## src/rtl/pll_reset_sequencer.sv

```systemverilog
// Turns an asynchronous PLL lock indicator into a qualified system reset and core run enable.
// Lock loss re-runs the sequence. Sticky and count status are kept for CSR readback.
module pll_reset_sequencer #(
  parameter int SYNC_STAGES        = 2,
  parameter int LOCK_STABLE_CYCLES = 1024,
  parameter int RESET_HOLD_CYCLES  = 16,
  parameter int RUN_DELAY_CYCLES   = 4,
  parameter int COUNT_WIDTH        = 8
) (
  input  logic                   clock,
  input  logic                   reset_n,
  input  logic                   pll_locked,
  input  logic                   ext_reset_req,
  input  logic                   clear_status,
  output logic                   sys_reset_n,
  output logic                   core_run,
  output logic                   lock_lost,
  output logic [COUNT_WIDTH-1:0] relock_count,
  output logic [2:0]             state
);

  localparam logic [2:0] WAIT_LOCK   = 3'd0;
  localparam logic [2:0] LOCK_FILTER = 3'd1;
  localparam logic [2:0] HOLD_RESET  = 3'd2;
  localparam logic [2:0] RELEASE     = 3'd3;
  localparam logic [2:0] RUN         = 3'd4;

  localparam int MAX_LH = (LOCK_STABLE_CYCLES > RESET_HOLD_CYCLES) ? LOCK_STABLE_CYCLES
                                                                   : RESET_HOLD_CYCLES;
  localparam int MAX_P  = (MAX_LH > RUN_DELAY_CYCLES) ? MAX_LH : RUN_DELAY_CYCLES;
  localparam int CNT_W  = $clog2(MAX_P + 1);

  localparam logic [CNT_W-1:0] LOCK_LAST = CNT_W'(LOCK_STABLE_CYCLES - 1);
  localparam logic [CNT_W-1:0] HOLD_LAST = CNT_W'(RESET_HOLD_CYCLES - 1);
  localparam logic [CNT_W-1:0] RUN_LAST  = CNT_W'(RUN_DELAY_CYCLES - 1);

  logic [SYNC_STAGES-1:0] sync_q;
  logic                   lk;
  logic [CNT_W-1:0]       cnt;
  logic [CNT_W-1:0]       cnt_nxt;
  logic [2:0]             state_nxt;
  logic                   loss;

  assign lk = sync_q[SYNC_STAGES-1];

  // cnt counts lk-high edges in LOCK_FILTER, and elapsed cycles in HOLD_RESET/RELEASE.
  always_comb begin
    state_nxt = state;
    cnt_nxt   = cnt;
    loss      = 1'b0;
    case (state)
      WAIT_LOCK: begin
        if (lk) begin
          if (LOCK_STABLE_CYCLES == 1) begin
            state_nxt = HOLD_RESET;
            cnt_nxt   = '0;
          end else begin
            state_nxt = LOCK_FILTER;
            cnt_nxt   = CNT_W'(1);
          end
        end
      end
      LOCK_FILTER: begin
        if (!lk) begin
          state_nxt = WAIT_LOCK;
          cnt_nxt   = '0;
        end else if (cnt == LOCK_LAST) begin
          state_nxt = HOLD_RESET;
          cnt_nxt   = '0;
        end else begin
          cnt_nxt = cnt + CNT_W'(1);
        end
      end
      HOLD_RESET: begin
        if (!lk) begin
          loss      = 1'b1;
          state_nxt = WAIT_LOCK;
          cnt_nxt   = '0;
        end else if (cnt == HOLD_LAST) begin
          state_nxt = RELEASE;
          cnt_nxt   = '0;
        end else begin
          cnt_nxt = cnt + CNT_W'(1);
        end
      end
      RELEASE: begin
        if (!lk) begin
          loss      = 1'b1;
          state_nxt = WAIT_LOCK;
          cnt_nxt   = '0;
        end else if (ext_reset_req) begin
          state_nxt = HOLD_RESET;
          cnt_nxt   = '0;
        end else if (cnt == RUN_LAST) begin
          state_nxt = RUN;
          cnt_nxt   = '0;
        end else begin
          cnt_nxt = cnt + CNT_W'(1);
        end
      end
      RUN: begin
        if (!lk) begin
          loss      = 1'b1;
          state_nxt = WAIT_LOCK;
          cnt_nxt   = '0;
        end else if (ext_reset_req) begin
          state_nxt = HOLD_RESET;
          cnt_nxt   = '0;
        end
      end
      default: begin
        state_nxt = WAIT_LOCK;
        cnt_nxt   = '0;
      end
    endcase
  end

  always_ff @(posedge clock or negedge reset_n) begin
    if (!reset_n) begin
      sync_q      <= '0;
      state       <= WAIT_LOCK;
      cnt         <= '0;
      sys_reset_n <= 1'b0;
      core_run    <= 1'b0;
    end else begin
      sync_q      <= {sync_q[SYNC_STAGES-2:0], pll_locked};
      state       <= state_nxt;
      cnt         <= cnt_nxt;
      sys_reset_n <= (state_nxt == RELEASE) || (state_nxt == RUN);
      core_run    <= (state_nxt == RUN);
    end
  end

  // A lock-loss event overrides a same-cycle clear, so the count restarts at one.
  always_ff @(posedge clock or negedge reset_n) begin
    if (!reset_n) begin
      lock_lost    <= 1'b0;
      relock_count <= '0;
    end else if (loss) begin
      lock_lost <= 1'b1;
      if (clear_status)
        relock_count <= COUNT_WIDTH'(1);
      else if (!(&relock_count))
        relock_count <= relock_count + COUNT_WIDTH'(1);
    end else if (clear_status) begin
      lock_lost    <= 1'b0;
      relock_count <= '0;
    end
  end

endmodule

```

## config.mk

```make
export PLATFORM = sky130hd
export DESIGN_NAME = pll_reset_sequencer
export DESIGN_NICKNAME = d
export VERILOG_FILES = /design/src/rtl/pll_reset_sequencer.sv
export SDC_FILE = /design/constraint.sdc
export NUM_CORES = 1
export LEC_CHECK = 0
export ABC_AREA = 1
export ABC_CLOCK_PERIOD_IN_PS = 1600
export CAP_MARGIN = 20
export CELL_PAD_IN_SITES_DETAIL_PLACEMENT = 1
export CELL_PAD_IN_SITES_GLOBAL_PLACEMENT = 1
export CORE_ASPECT_RATIO = 1.4
export CORE_MARGIN = 2
export CORE_UTILIZATION = 40
export DETAILED_ROUTE_END_ITERATION = 7
export GPL_ROUTABILITY_DRIVEN = 0
export PLACE_DENSITY = 0.91
export SYNTH_ARGS = -nofsm -noshare
export SYNTH_HDL_FRONTEND = slang
export SYNTH_SLANG_ARGS = --single-unit
export TNS_END_PERCENT = 10
```

## constraint.sdc

```tcl
create_clock -name clock -period 1.6 [get_ports clock]
set_input_delay 0.4 -clock clock [delete_from_list [all_inputs] [get_ports clock]]
set_output_delay 0.4 -clock clock [all_outputs]
set_load 0.01 [all_outputs]
```

# After elaboration in Yosys (flattened, before gate mapping)
# Index checks and enable logic that the tools add are counted.
[word_totals]
output_inout_bits = 14
ff_bits = 27
input_bits = 5
[classes]
n_mux = 30
reduce_logical = 7
addsub = 2
eq_ne = 12
[ops]
columns = ["cell", "n"]
rows = [
  ["2-to-1 mux 11 bit", 10],
  ["one-hot mux 11 bit (5 select lines)", 1],
  ["2-to-1 mux 8 bit", 4],
  ["2-to-1 mux 3 bit", 10],
  ["one-hot mux 3 bit (5 select lines)", 1],
  ["adder 11 x 1 -> 11 bit (second input constant)", 1],
  ["== test 11 x 10 -> 1 bit (second input constant)", 1],
  ["== test 11 x 2 -> 1 bit (second input constant)", 1],
  ["== test 11 x 4 -> 1 bit (second input constant)", 1],
  ["== test 3 x 2 -> 1 bit (second input constant)", 3],
  ["adder 8 x 1 -> 8 bit (second input constant)", 1],
  ["AND reduction 8 bit", 1],
  ["== test 3 bit (second input constant)", 2],
  ["2-to-1 mux 1 bit", 4],
  ["!= test 2 bit (second input constant)", 2],
  ["AND reduction 2 bit", 2],
  ["== test 3 x 1 -> 1 bit (second input constant)", 1],
  ["zero test 3 bit", 1],
  ["!= test 3 bit (second input constant)", 1],
  ["OR reduction 3 bit", 1],
  ["nonzero test 2 bit", 1],
  ["logical OR 1 bit", 1],
]

# Logic depth before layout (Yosys ltp)
[depth]
ltp_word = 7
mapped_depth = 10
ltp_nobuf = 10

# Worst setup path before layout
# No wires, ideal clock.
[synth_path]
path_type = "reg2reg"
startpoint = "reg relock_count[0]"
endpoint = "reg relock_count[0]"
stages_incl_launch_ff = 10
n_path_buf = 0
setup_slack_ps = 129
period_less_slack_ps = 1471
arrival_ps = 1384
required_ps = 1513
cell_sequence = "dfrtp_1 -> ha_1 -> nand3_1 -> nor2_1 -> nand2_1 -> o21ai_2 -> nand2_2 -> inv_2 -> nand2_1 -> o211ai_1"
[synth_between]
elab_chain_cells = 4
[synth_lines]
columns = ["element", "line", "rtl"]
rows = [
  ["start, declared", "18", "output logic [COUNT_WIDTH-1:0] relock_count,"],
  ["start signal, assigned", "144", "relock_count <= relock_count + COUNT_WIDTH'(1);"],
  ["adder 8 x 1 -> 8 bit", "144", ""],
  ["2-to-1 mux 8 bit", "143", "else if (!(&relock_count))"],
  ["2-to-1 mux 8 bit", "141", "if (clear_status)"],
  ["2-to-1 mux 8 bit", "139", "end else if (loss) begin"],
]
# Several ways; a longest one is shown, not always the timed one. The select of a mux whose other input is x is not followed.
# A chain may end at the register's enable or synchronous reset.

# Worst setup path in the final report
[layout_path]
startpoint = "reg cnt[0]"
endpoint = "reg sys_reset_n"
[layout_between]
elab_chain_cells = 7
[layout_lines]
columns = ["element", "line", "rtl"]
rows = [
  ["start, declared", "39", "logic [CNT_W-1:0] cnt;"],
  ["start signal, assigned", "128", "cnt <= cnt_nxt;"],
  ["== test 11 x 2 -> 1 bit", "94", "end else if (cnt == RUN_LAST) begin"],
  ["2-to-1 mux 3 bit", "94", ""],
  ["2-to-1 mux 3 bit", "91", "end else if (ext_reset_req) begin"],
  ["2-to-1 mux 3 bit", "87", "if (!lk) begin"],
  ["one-hot mux 3 bit (5 select lines) *", "51", "case (state)"],
  ["== test 3 x 2 -> 1 bit / == test 3 bit (equally long branches)", "129", "sys_reset_n <= (state_nxt == RELEASE) || (state_nxt == RUN);"],
  ["logical OR 1 bit *", "129", ""],
  ["end signal, assigned", "129", ""],
  ["end, declared", "15", "output logic sys_reset_n,"],
]
# Mark *: on every way between the ends. The rest lies on a longest branch, timed or not.

==> flow_summary.toml <==
[logic_synthesis]
async_flop_share_pct = 100
netlist_area_mm2 = 0.00159
synth_nets = 225
yosys_warnings = 0
synth_cell_types = 31
ys.flop_type = "dfrtp_1"
synth_seq_area_share_pct = 42.5
syn_area_per_cell_um2 = 7.29
ys_ff_latch = 27
synth_edf_count = 0
syn-instance-count = 218

[route]
via_per_inst = 5.41
wirelength_mm = 5.33
dr_total_vias = 1665
drt_pre_antenna_iters = 4
drtIter0Drc = 45
drc = 0
ant_nets = 0
routedWlPerCell_um = 17.3

[pwr]
pwr-share-seq_pct = 54.4
max-vdd-ir-drop_mv = 0.578
p_int_w = 0.000938
clkPwrFrac_pct = 33.7
leakagePower_nw = 1.09
power_density_mw_per_mm2 = 599
pwr-share-comb_pct = 11.8
p_switching_w = 0.000362
switching_share_pct = 27.9

[die]
initial_core_util_pct = 40.9
core_area_mm2 = 0.00388
die_y_um = 78.6
dieWidth_um = 57.3
io_pins = 19
num_rows = 27
dieArea_mm2 = 0.00450

[critical_path]
cp.required_ns = 1.79
timing_worst_setup_path_type = "reg2reg"
cp.arrival_ns = 1.83
critPathCaptureType = "flop"
cp-start-kind = "flop"
path_max_fanout = 4

[sta]
rsz0062_at_grt = "yes"
tightest_slew_ns = 0.374
finalSetupViolCount = 7
hold_violations = 0
fin_crit_ns = 1.63
finalCritPeriodShare_pct = 102
relSlewSlack_pct = 75.1
max_freq_ghz = 0.612
worst_slack_ns = -0.0345
finalMaxSlewViolations = 0
clock_skew_ns = 0.00445
hold_ws_ns = 0.359

[global_routing]
grt_pass1_wl_mm = 8.02
grt_pass1_vias = 1759
track_usage_pct = 23.3
grt_max_degree = 28
antenna_found_initial = 0
overflow = 0

[run_status]
status = "finished with violations"
violations = "negative setup slack"

[final_layout]
utilization_pct = 55.9
areaGrowthSynthToFinish_pct = 36.5
antenna_cells = 0
drive_gt1_share_pct = 26.8
nNetsFinal = 273
final_cells = 308

[clock_tree]
cts_sinks = 27
h-tree-depth = 1
clock_path_buffers = 2
tritoncts = "built"
cts_hold_buf = 0
clk_pin_slew_ns = 0.10
clkLatencyLatePin_ns = 0.30
cts_inserted_buffers = 3
cts_root_buf = "clkbuf_8"

[job]
cap_violations = 0

[placed_design]
dp_hpwl_mm = 3.52
portBuffers = 18
placedCellCount = 298

[hold_path]
min_path_type = "reg2reg"
cells by family (layout without fill, tap and decap cells):
family | after synthesis | count (layout) | synth area share (%)
AO/OA/AOI/OAI | 22 | 22 | 9.05
XOR/XNOR | 4 | 4 | 2.20
adder cells (fa/ha/maj) | 2 | 2 | 1.57
buffers and inverters | 29 | 75 | 7.32
flip-flops | 27 | 27 | 42.5
AND/OR/NAND/NOR | 134 | 135 | 37.4
cell type report:
class                   instances  area, um^2
flip-flops and latches         27         682
well taps                      43        53.8
repair buffers                 43         355
fillers                       481        1710
clock buffers                   3        41.3
inverters                      28         108
multi-input cells             163         922
clock inverters                 1        8.76
critical path: stages (launching register included):
cell and delay (ns):
dfrtp_1 0.42, ha_4 0.17, nor3b_1 0.30, nand2_1 0.20, nand2_1 0.09, nand2_1 0.06
nand2_1 0.09, nand2_1 0.06, nand3_1 0.08, nand2_1 0.06
metal layers:
metal	share of wire, %	up-vias	wire [um]	track usage (%)
met5	0	-	0	0
met4	3.9	0	209	11.4
met3	1.6	15	86	3.13
met2	56	26	3010	43.2
met1	38	830	2030	25.2
li1	-	794	-	-
final timing paths:
kind | startpoint | endpoint | slack [ns] | cells past startpoint
worst max-delay path | cnt[0] | sys_reset_n | -0.03 | 9
worst min-delay path | sync_q[0] | sync_q[1] | 0.36 | 0
worst max register to register | cnt[0] | sys_reset_n | -0.03 | 9
worst min register to register | sync_q[0] | sync_q[1] | 0.36 | 0
max in group asynchronous | reset_n | state[2] | 0.82 | 2
min in group asynchronous | reset_n | cnt[10] | 0.48 | 2
cell usage in the layout, fill, tap and decap left out, types with 3 or more instances in the layout:
cell type,count
a21oi_1,5
buf_4,25
clkbuf_8,3
clkdlybuf4s50_1,5
dfrtp_1,22
dfrtp_2,5
dlygate4sd2_1,12
inv_1,25
nand2_1,65
nand2_2,6
nand2_4,3
nand3_1,16
nand3_2,4
nand4_1,4
nor2_1,19
nor2_2,5
o21ai_0,6
or2_2,3
power groups by stage:
stage / clock network (W) / logic (W) / registers, W
2_1_floorplan: 0 / 0.0000581 / 0.000716
3_3_place_gp: 0 / 0.000129 / 0.000716
3_5_place_dp: 0 / 0.000134 / 0.000716
4_1_cts: 0.000449 / 0.000138 / 0.000703
5_1_grt: 0.000474 / 0.000170 / 0.000709
6_report: 0.000438 / 0.000154 / 0.000707
flip-flops by register name (all words and copies together) (netlist names):
register,cells
cnt,11
lock_lost,1
core_run,1
sync_q,2
state,3
sys_reset_n,1
relock_count,8
cells in the mapped netlist, types with 2 or more instances:
| cell | n | area, um^2 |
|---|---|---|
| nor3b_1 | 2 | 15.0 |
| nand3_1 | 20 | 100 |
| nand4_1 | 4 | 25.0 |
| ha_1 | 2 | 25.0 |
| o21ai_1 | 2 | 10.0 |
| xor2_1 | 3 | 26.3 |
| nand2_1 | 69 | 259 |
| dfrtp_1 | 27 | 676 |
| nor2_1 | 25 | 93.8 |
| inv_1 | 26 | 97.6 |
| or2_2 | 3 | 18.8 |
| inv_2 | 2 | 7.51 |
| nor3_1 | 3 | 15.0 |
| nand3b_1 | 2 | 15.0 |
| nand2_2 | 3 | 18.8 |
| o21ai_0 | 6 | 30.0 |
| a21oi_1 | 5 | 25.0 |
through the flow:
stage                       TNS, ns  total power [W]  setup WS [ns]  area, um^2
after floorplan                   0         0.000774          0.129        1590
after global placement       -0.558         0.000845         -0.101        1960
after detailed placement     -0.905         0.000850         -0.169        1960
after CTS                 -0.000477          0.00129      -0.000477        2030
after global routing          -1.31          0.00135         -0.162        2170
final                        -0.112          0.00130        -0.0345        2170
what timing repair did:
action | 4_1_cts | 5_1_grt
resized for setup | 18 | 29
pin swaps | 0 | 7
setup buffers | 2 | 3
setup endpoints to repair | 19 | 23
cloned | 0 | 1
Power figures use the tool's default switching activity.
